File: src/rtl/div_seq.sv
// Multi-cycle restoring divider: quotient on low, remainder on hi, one quotient bit per cycle.
// Supports signed/unsigned operands and flags divide-by-zero; start/busy/done handshake.
module div_seq #(
  parameter int unsigned WIDTH = 32
) (
  input  logic             clk,
  input  logic             reset,
  input  logic             divInit,
  input  logic             is_signed,
  input  logic [WIDTH-1:0] value_A,
  input  logic [WIDTH-1:0] value_B,
  output logic [WIDTH-1:0] hi,
  output logic [WIDTH-1:0] low,
  output logic             busy,
  output logic             done,
  output logic             div_zero
);

  localparam int unsigned CntW = $clog2(WIDTH + 1);

  typedef enum logic [1:0] {StIdle, StRun, StFix, StZero} state_e;

  state_e             state_q, state_d;
  logic [CntW-1:0]    cnt_q, cnt_d;
  logic [WIDTH-1:0]   rem_q, rem_d;
  logic [WIDTH-1:0]   quot_q, quot_d;
  logic [WIDTH-1:0]   dvsr_q, dvsr_d;
  logic [WIDTH-1:0]   a_q, a_d;
  logic               neg_quot_q, neg_quot_d;
  logic               neg_rem_q, neg_rem_d;
  logic [WIDTH-1:0]   hi_q, hi_d;
  logic [WIDTH-1:0]   low_q, low_d;
  logic               busy_q, busy_d;
  logic               done_q, done_d;
  logic               dz_q, dz_d;

  logic [WIDTH-1:0]   a_mag, b_mag;
  logic [WIDTH:0]     trial;

  // The magnitude of MIN is MIN itself, which is exactly 2^(WIDTH-1) when read unsigned.
  assign a_mag = (is_signed && value_A[WIDTH-1]) ? -value_A : value_A;
  assign b_mag = (is_signed && value_B[WIDTH-1]) ? -value_B : value_B;

  // Extra top bit acts as the borrow: set means the shifted remainder is below the divisor.
  assign trial = {rem_q, quot_q[WIDTH-1]} - {1'b0, dvsr_q};

  always_comb begin
    state_d    = state_q;
    cnt_d      = cnt_q;
    rem_d      = rem_q;
    quot_d     = quot_q;
    dvsr_d     = dvsr_q;
    a_d        = a_q;
    neg_quot_d = neg_quot_q;
    neg_rem_d  = neg_rem_q;
    hi_d       = hi_q;
    low_d      = low_q;
    busy_d     = busy_q;
    done_d     = 1'b0;
    dz_d       = dz_q;

    case (state_q)
      StIdle: begin
        if (divInit) begin
          a_d        = value_A;
          neg_quot_d = is_signed & (value_A[WIDTH-1] ^ value_B[WIDTH-1]);
          neg_rem_d  = is_signed & value_A[WIDTH-1];
          dz_d       = 1'b0;
          busy_d     = 1'b1;
          if (value_B == '0) begin
            state_d = StZero;
          end else begin
            rem_d   = '0;
            quot_d  = a_mag;
            dvsr_d  = b_mag;
            cnt_d   = CntW'(WIDTH);
            state_d = StRun;
          end
        end
      end

      StRun: begin
        if (!trial[WIDTH]) begin
          rem_d  = trial[WIDTH-1:0];
          quot_d = {quot_q[WIDTH-2:0], 1'b1};
        end else begin
          rem_d  = {rem_q[WIDTH-2:0], quot_q[WIDTH-1]};
          quot_d = {quot_q[WIDTH-2:0], 1'b0};
        end
        cnt_d = cnt_q - CntW'(1);
        if (cnt_q == CntW'(1)) begin
          state_d = StFix;
        end
      end

      StFix: begin
        low_d   = neg_quot_q ? -quot_q : quot_q;
        hi_d    = neg_rem_q ? -rem_q : rem_q;
        done_d  = 1'b1;
        busy_d  = 1'b0;
        state_d = StIdle;
      end

      StZero: begin
        hi_d    = a_q;
        low_d   = '1;
        dz_d    = 1'b1;
        done_d  = 1'b1;
        busy_d  = 1'b0;
        state_d = StIdle;
      end

      default: begin
        state_d = StIdle;
      end
    endcase
  end

  always_ff @(posedge clk) begin
    if (reset) begin
      state_q    <= StIdle;
      cnt_q      <= '0;
      rem_q      <= '0;
      quot_q     <= '0;
      dvsr_q     <= '0;
      a_q        <= '0;
      neg_quot_q <= 1'b0;
      neg_rem_q  <= 1'b0;
      hi_q       <= '0;
      low_q      <= '0;
      busy_q     <= 1'b0;
      done_q     <= 1'b0;
      dz_q       <= 1'b0;
    end else begin
      state_q    <= state_d;
      cnt_q      <= cnt_d;
      rem_q      <= rem_d;
      quot_q     <= quot_d;
      dvsr_q     <= dvsr_d;
      a_q        <= a_d;
      neg_quot_q <= neg_quot_d;
      neg_rem_q  <= neg_rem_d;
      hi_q       <= hi_d;
      low_q      <= low_d;
      busy_q     <= busy_d;
      done_q     <= done_d;
      dz_q       <= dz_d;
    end
  end

  assign hi       = hi_q;
  assign low      = low_q;
  assign busy     = busy_q;
  assign done     = done_q;
  assign div_zero = dz_q;

endmodule

File: config.mk
export PLATFORM = sky130hd
export DESIGN_NAME = div_seq
export DESIGN_NICKNAME = d
export VERILOG_FILES = /design/src/rtl/div_seq.sv
export SDC_FILE = /design/constraint.sdc
export NUM_CORES = 1
export LEC_CHECK = 0
export ABC_CLOCK_PERIOD_IN_PS = 3300
export BUFFER_PORTS_ARGS = -buffer_cell sky130_fd_sc_hd__buf_2
export CAP_MARGIN = 20
export CORE_ASPECT_RATIO = 2
export CORE_UTILIZATION = 54
export CTS_CLUSTER_DIAMETER = 60
export CTS_CLUSTER_SIZE = 12
export DETAILED_ROUTE_END_ITERATION = 7
export PLACE_DENSITY = 0.77
export SETUP_SLACK_MARGIN = 0.05
export SLEW_MARGIN = 20
export SYNTH_ARGS = -nofsm -noshare
export SYNTH_HDL_FRONTEND = slang
export SYNTH_SLANG_ARGS = --single-unit
File: constraint.sdc
create_clock -name clk -period 3.3 [get_ports clk]
set_input_delay 0.66 -clock clk [delete_from_list [all_inputs] [get_ports clk]]
set_output_delay 0.66 -clock clk [all_outputs]
set_load 0.02 [all_outputs]
==> run summary <==
The run finished with clean final reports. The total nets after synthesis came out at between 1500 and 2000. By startpoint and endpoint, the worst setup path is classified as flop to flop.

Summing every instance area after synthesis gives 0.01236 mm2. The total track usage is about a third. Walking the worst path, the cells encountered are inv_1 -> ha_1 -> o211ai_1 -> a21oi_2 -> o211ai_1 -> a21boi_1 -> buf_4 -> o21a_1 -> o31a_1 -> nor4_4 -> buf_4 -> o21ai_0 -> a221oi_1. The setup check on the worst reg-to-reg path leaves a slack of 0.12 ns.

The count of flip-flops with a built-in enable after synthesis came out at 0. The cell sitting at the root of the clock tree is a clkbuf_16. The post-synthesis async set-or-reset flop share is 0%. The total length of routed wires came out at 37.18 mm. The fraction of final layout cells with drive strength greater than 1 came out at 18.11%.

Hold repair after CTS inserted 0 buffers. The share of the clock period used by the worst path after layout is 96.51%. Leaving out fill and tap cells, the most frequent cell in the layout is nand2_1. The area occupied by registers came out at 0.004113 mm2. The core region is 0.02254 mm2. The number of global-route vias before repair is 11995. The finished layout holds between 2000 and 2500 standard cells, fillers aside. The count of final hold-check violations came out at 0. The first routing iteration left 704 violations. For this run the aggregate overflow at the end of global routing stands at 0. The H-tree depth is 1.

STA classifies the critical path endpoint as a flop. The post-route worst hold slack is between 0.4 and 0.5 ns. The register clock-pin slew on the reported worst setup and hold paths is 0.06 ns.

In the layout the commonest cells are 226 x nand2_1, 224 x nor2_1, 200 x dfxtp_1. The via-per-instance ratio came out at 6.001. The area growth from synthesis to layout is 18.63%.

The number of instances on the worst hold path came out at 3. The number of rows created at floorplan is 78. The TritonCTS clock tree is done. Adding up every negative setup slack in the final design gives 0 ns. From left edge to right edge, the die measures between 100 and 150 um. The critical path's largest stage delay came out at 0.41 ns. In the final routed layout, each cell accounts on average for 17.86 um. The worst setup path is launched from a flop.

The number of iterations in the first detailed-routing pass is 5. The routability-driven placement congestion ratio came out at 0.9236. The required time at the worst-slack endpoint came out at 3.71 ns. The number of distinct library cells after synthesis came out at 63. The total of flip-flops plus latches after synthesis is 205. The count of final max-slew check failures is 0.

The design draws roughly 7.1 mW. The filler cell count in the final layout came out at 1936. The I/O pin total is 135. The total number of nets in the final design came out at about 1900. The actual transition at the worst max-transition pin came out at 0.8400 ns. The number of max-cap violations is 0.

The leakage power summed over all cells came out at 5.955 nW. Measured on the finished design, the core utilization comes to 65.04%. Synthesis produced a netlist whose cell count is between 1500 and 2000. The first global-routing pass estimated 59.17 mm of wire. The max-slew headroom at the worst pin is approximately 44%. On the critical path, the stage with the largest delay is an instance of nor4_4. The top fanout value on the critical path came out at 7. For the finished layout, the period the worst path requires is between 3 and 4 ns. The worst-case IR drop observed on VDD is around 0.46 mV.

The fmax came out at roughly 310 MHz. The multi-input logic area is 0.007782 mm2. In the routed design, unresolved DRC markers number 0.

After synthesis, flip-flops and latches occupy 33.21% of the total area. The deepest clock path buffer count came out at 3. The number of antenna violations at the first check in global routing is 2. The total clock sinks is 205. The placed instance count came out at 2050.

Among all flip-flop cells after synthesis, the most frequent one is dfxtp_1. The height of the die is 216.0 um. The worst hold path terminates at a_q[19]$_SDFFE_PP0P_. The worst clock skew on the final layout is 0.02349 ns. Setup repair after global routing could not meet its margin everywhere. For this configuration, the core starts out at a cell density of 54.82%.

Setup violations remaining at the end of the flow were counted as 0. The Yosys warning count is 0. The worst hold path begins at value_A[19]. In this run the critical register-to-register path is captured at quot_q[0]$_SDFFE_PP0P_. The count of nets left with antenna violations after detail routing came out at 0. The pin count of the biggest net entering global routing came out at 66. The worst endpoint data arrival time is 3.60 ns. The depth of the worst register-to-register path is 13. The number of buffers created by CTS is 21. The clock reaches the later pin of the worst-skew pair after 0.52 ns. In this run the worst hold path is classified as input pin to flop. The worst register-to-register path begins at dvsr_q[4]$_SDFFE_PP0P_. In this run the power density over the cells is 483.9 mW/mm2. The HPWL after detailed placement is 28.47 mm. The number of vias in the routed layout came out at 12494. A synthesized cell averages between 7 and 8 um2. The number of buffers added on ports is 134. The floorplan step defined a die boundary enclosing 0.02353 mm2.
## cells in the mapped netlist (17+ instances only)
library cell  instances  share of area [%]
xor2_1               62                4.4
nor3_1               19               0.77
o21ai_0              83                3.4
nor4_1               17               0.86
o41ai_1              19                1.3
dfxtp_1             205                 33
a21oi_1             124                5.0
xnor2_1              85                6.0
mux2i_1              34                2.8
o31ai_1              21                1.3
o22ai_1              32                1.6
inv_1                55                1.7
clkbuf_1             78                2.4
o211ai_1             53                3.2
ha_1                 38                3.8
nand2_1             227                6.9
nor2_1              225                6.8
buf_2                17               0.69
a211oi_1             65                3.9
## sequential cells by signal, indices dropped and copies added, names as in the netlist
| name | cells |
|---|---|
| quot_q | 32 |
| busy | 1 |
| hi | 32 |
| low | 32 |
| done | 1 |
| div_zero | 1 |
| cnt_q | 6 |
| a_q | 32 |
| neg_quot_q | 1 |
| neg_rem_q | 1 |
| state_q | 2 |
| dvsr_q | 32 |
| rem_q | 32 |
## report_power, final
part	internal (mW)	switching, mW
registers	2.66	0.169
clock network	1.22	0.975
logic	0.857	1.21
total	4.74	2.36
## worst max-delay path, delay by kind of cell (launching register included)
kind	cells	cell delay, ns
AOI/OAI and AO/OA	8	1.49
buffers and inverters	3	0.56
and+or+nand+nor	1	0.41
adders and majority gates	1	0.32
DFF	1	0.30
## area by class of cell
| class | instances | area share (%) |
|---|---|---|
| inverters | 55 | 1.408 |
| clock buffers | 22 | 3.610 |
| diodes | 2 | 0.03414 |
| multi-input cells | 1262 | 53.08 |
| repair buffers | 253 | 11.10 |
| clock inverters | 3 | 0.3243 |
| flip-flops and latches | 205 | 28.05 |
| well taps | 280 | 2.389 |
## metrics by stage
stage | worst slack (ns) | area (um2)
6_report | 0.1153 | 14660
5_1_grt | 0.03485 | 14660
4_1_cts | 0.05976 | 14510
3_5_place_dp | -0.06159 | 13920
3_3_place_gp | -0.01963 | 13920
2_1_floorplan | 0.09377 | 12360
## routing by layer
layer	track usage [%]	wire length, um
met1	30.47	12850
met2	60.46	20190
met3	2.809	1234
met4	23.33	2902
met5	0	0
## how the worst max path moves through the flow
stage                     depth (start not counted)               startpoint                       to
after floorplan                                  13  quot_q[31]$_SDFFE_PP0P_   quot_q[0]$_SDFFE_PP0P_
after global placement                           11              value_B[13]   rem_q[25]$_SDFFE_PP0P_
after detailed placement                          9              value_B[13]  quot_q[31]$_SDFFE_PP0P_
after CTS                                        14  quot_q[31]$_SDFFE_PP0P_    rem_q[0]$_SDFFE_PP0P_
after global routing                             14  quot_q[31]$_SDFFE_PP0P_   quot_q[0]$_SDFFE_PP0P_
final                                            13   dvsr_q[4]$_SDFFE_PP0P_   quot_q[0]$_SDFFE_PP0P_
## cells by family (layout without fill, tap and decap cells)
| logic type | Yosys count | count (layout) | synth area share [%] |
|---|---|---|---|
| buffers and inverters | 161 | 333 | 5.062 |
| AOI/OAI and AO/OA | 464 | 464 | 24.27 |
| other | 0 | 2 | 0 |
| DFF | 205 | 205 | 33.21 |
| muxes | 34 | 34 | 2.754 |
| xor gates and xnor gates | 147 | 147 | 10.42 |
| adders and majority gates | 39 | 39 | 4.009 |
| and+or+nand+nor | 578 | 578 | 20.29 |
## repair_timing
action,in CTS,in global routing
gates resized for setup,2,31
pin swaps,1,16
setup endpoints to repair,10,36
setup buffers,2,3
(Power assumes the default switching activity.)
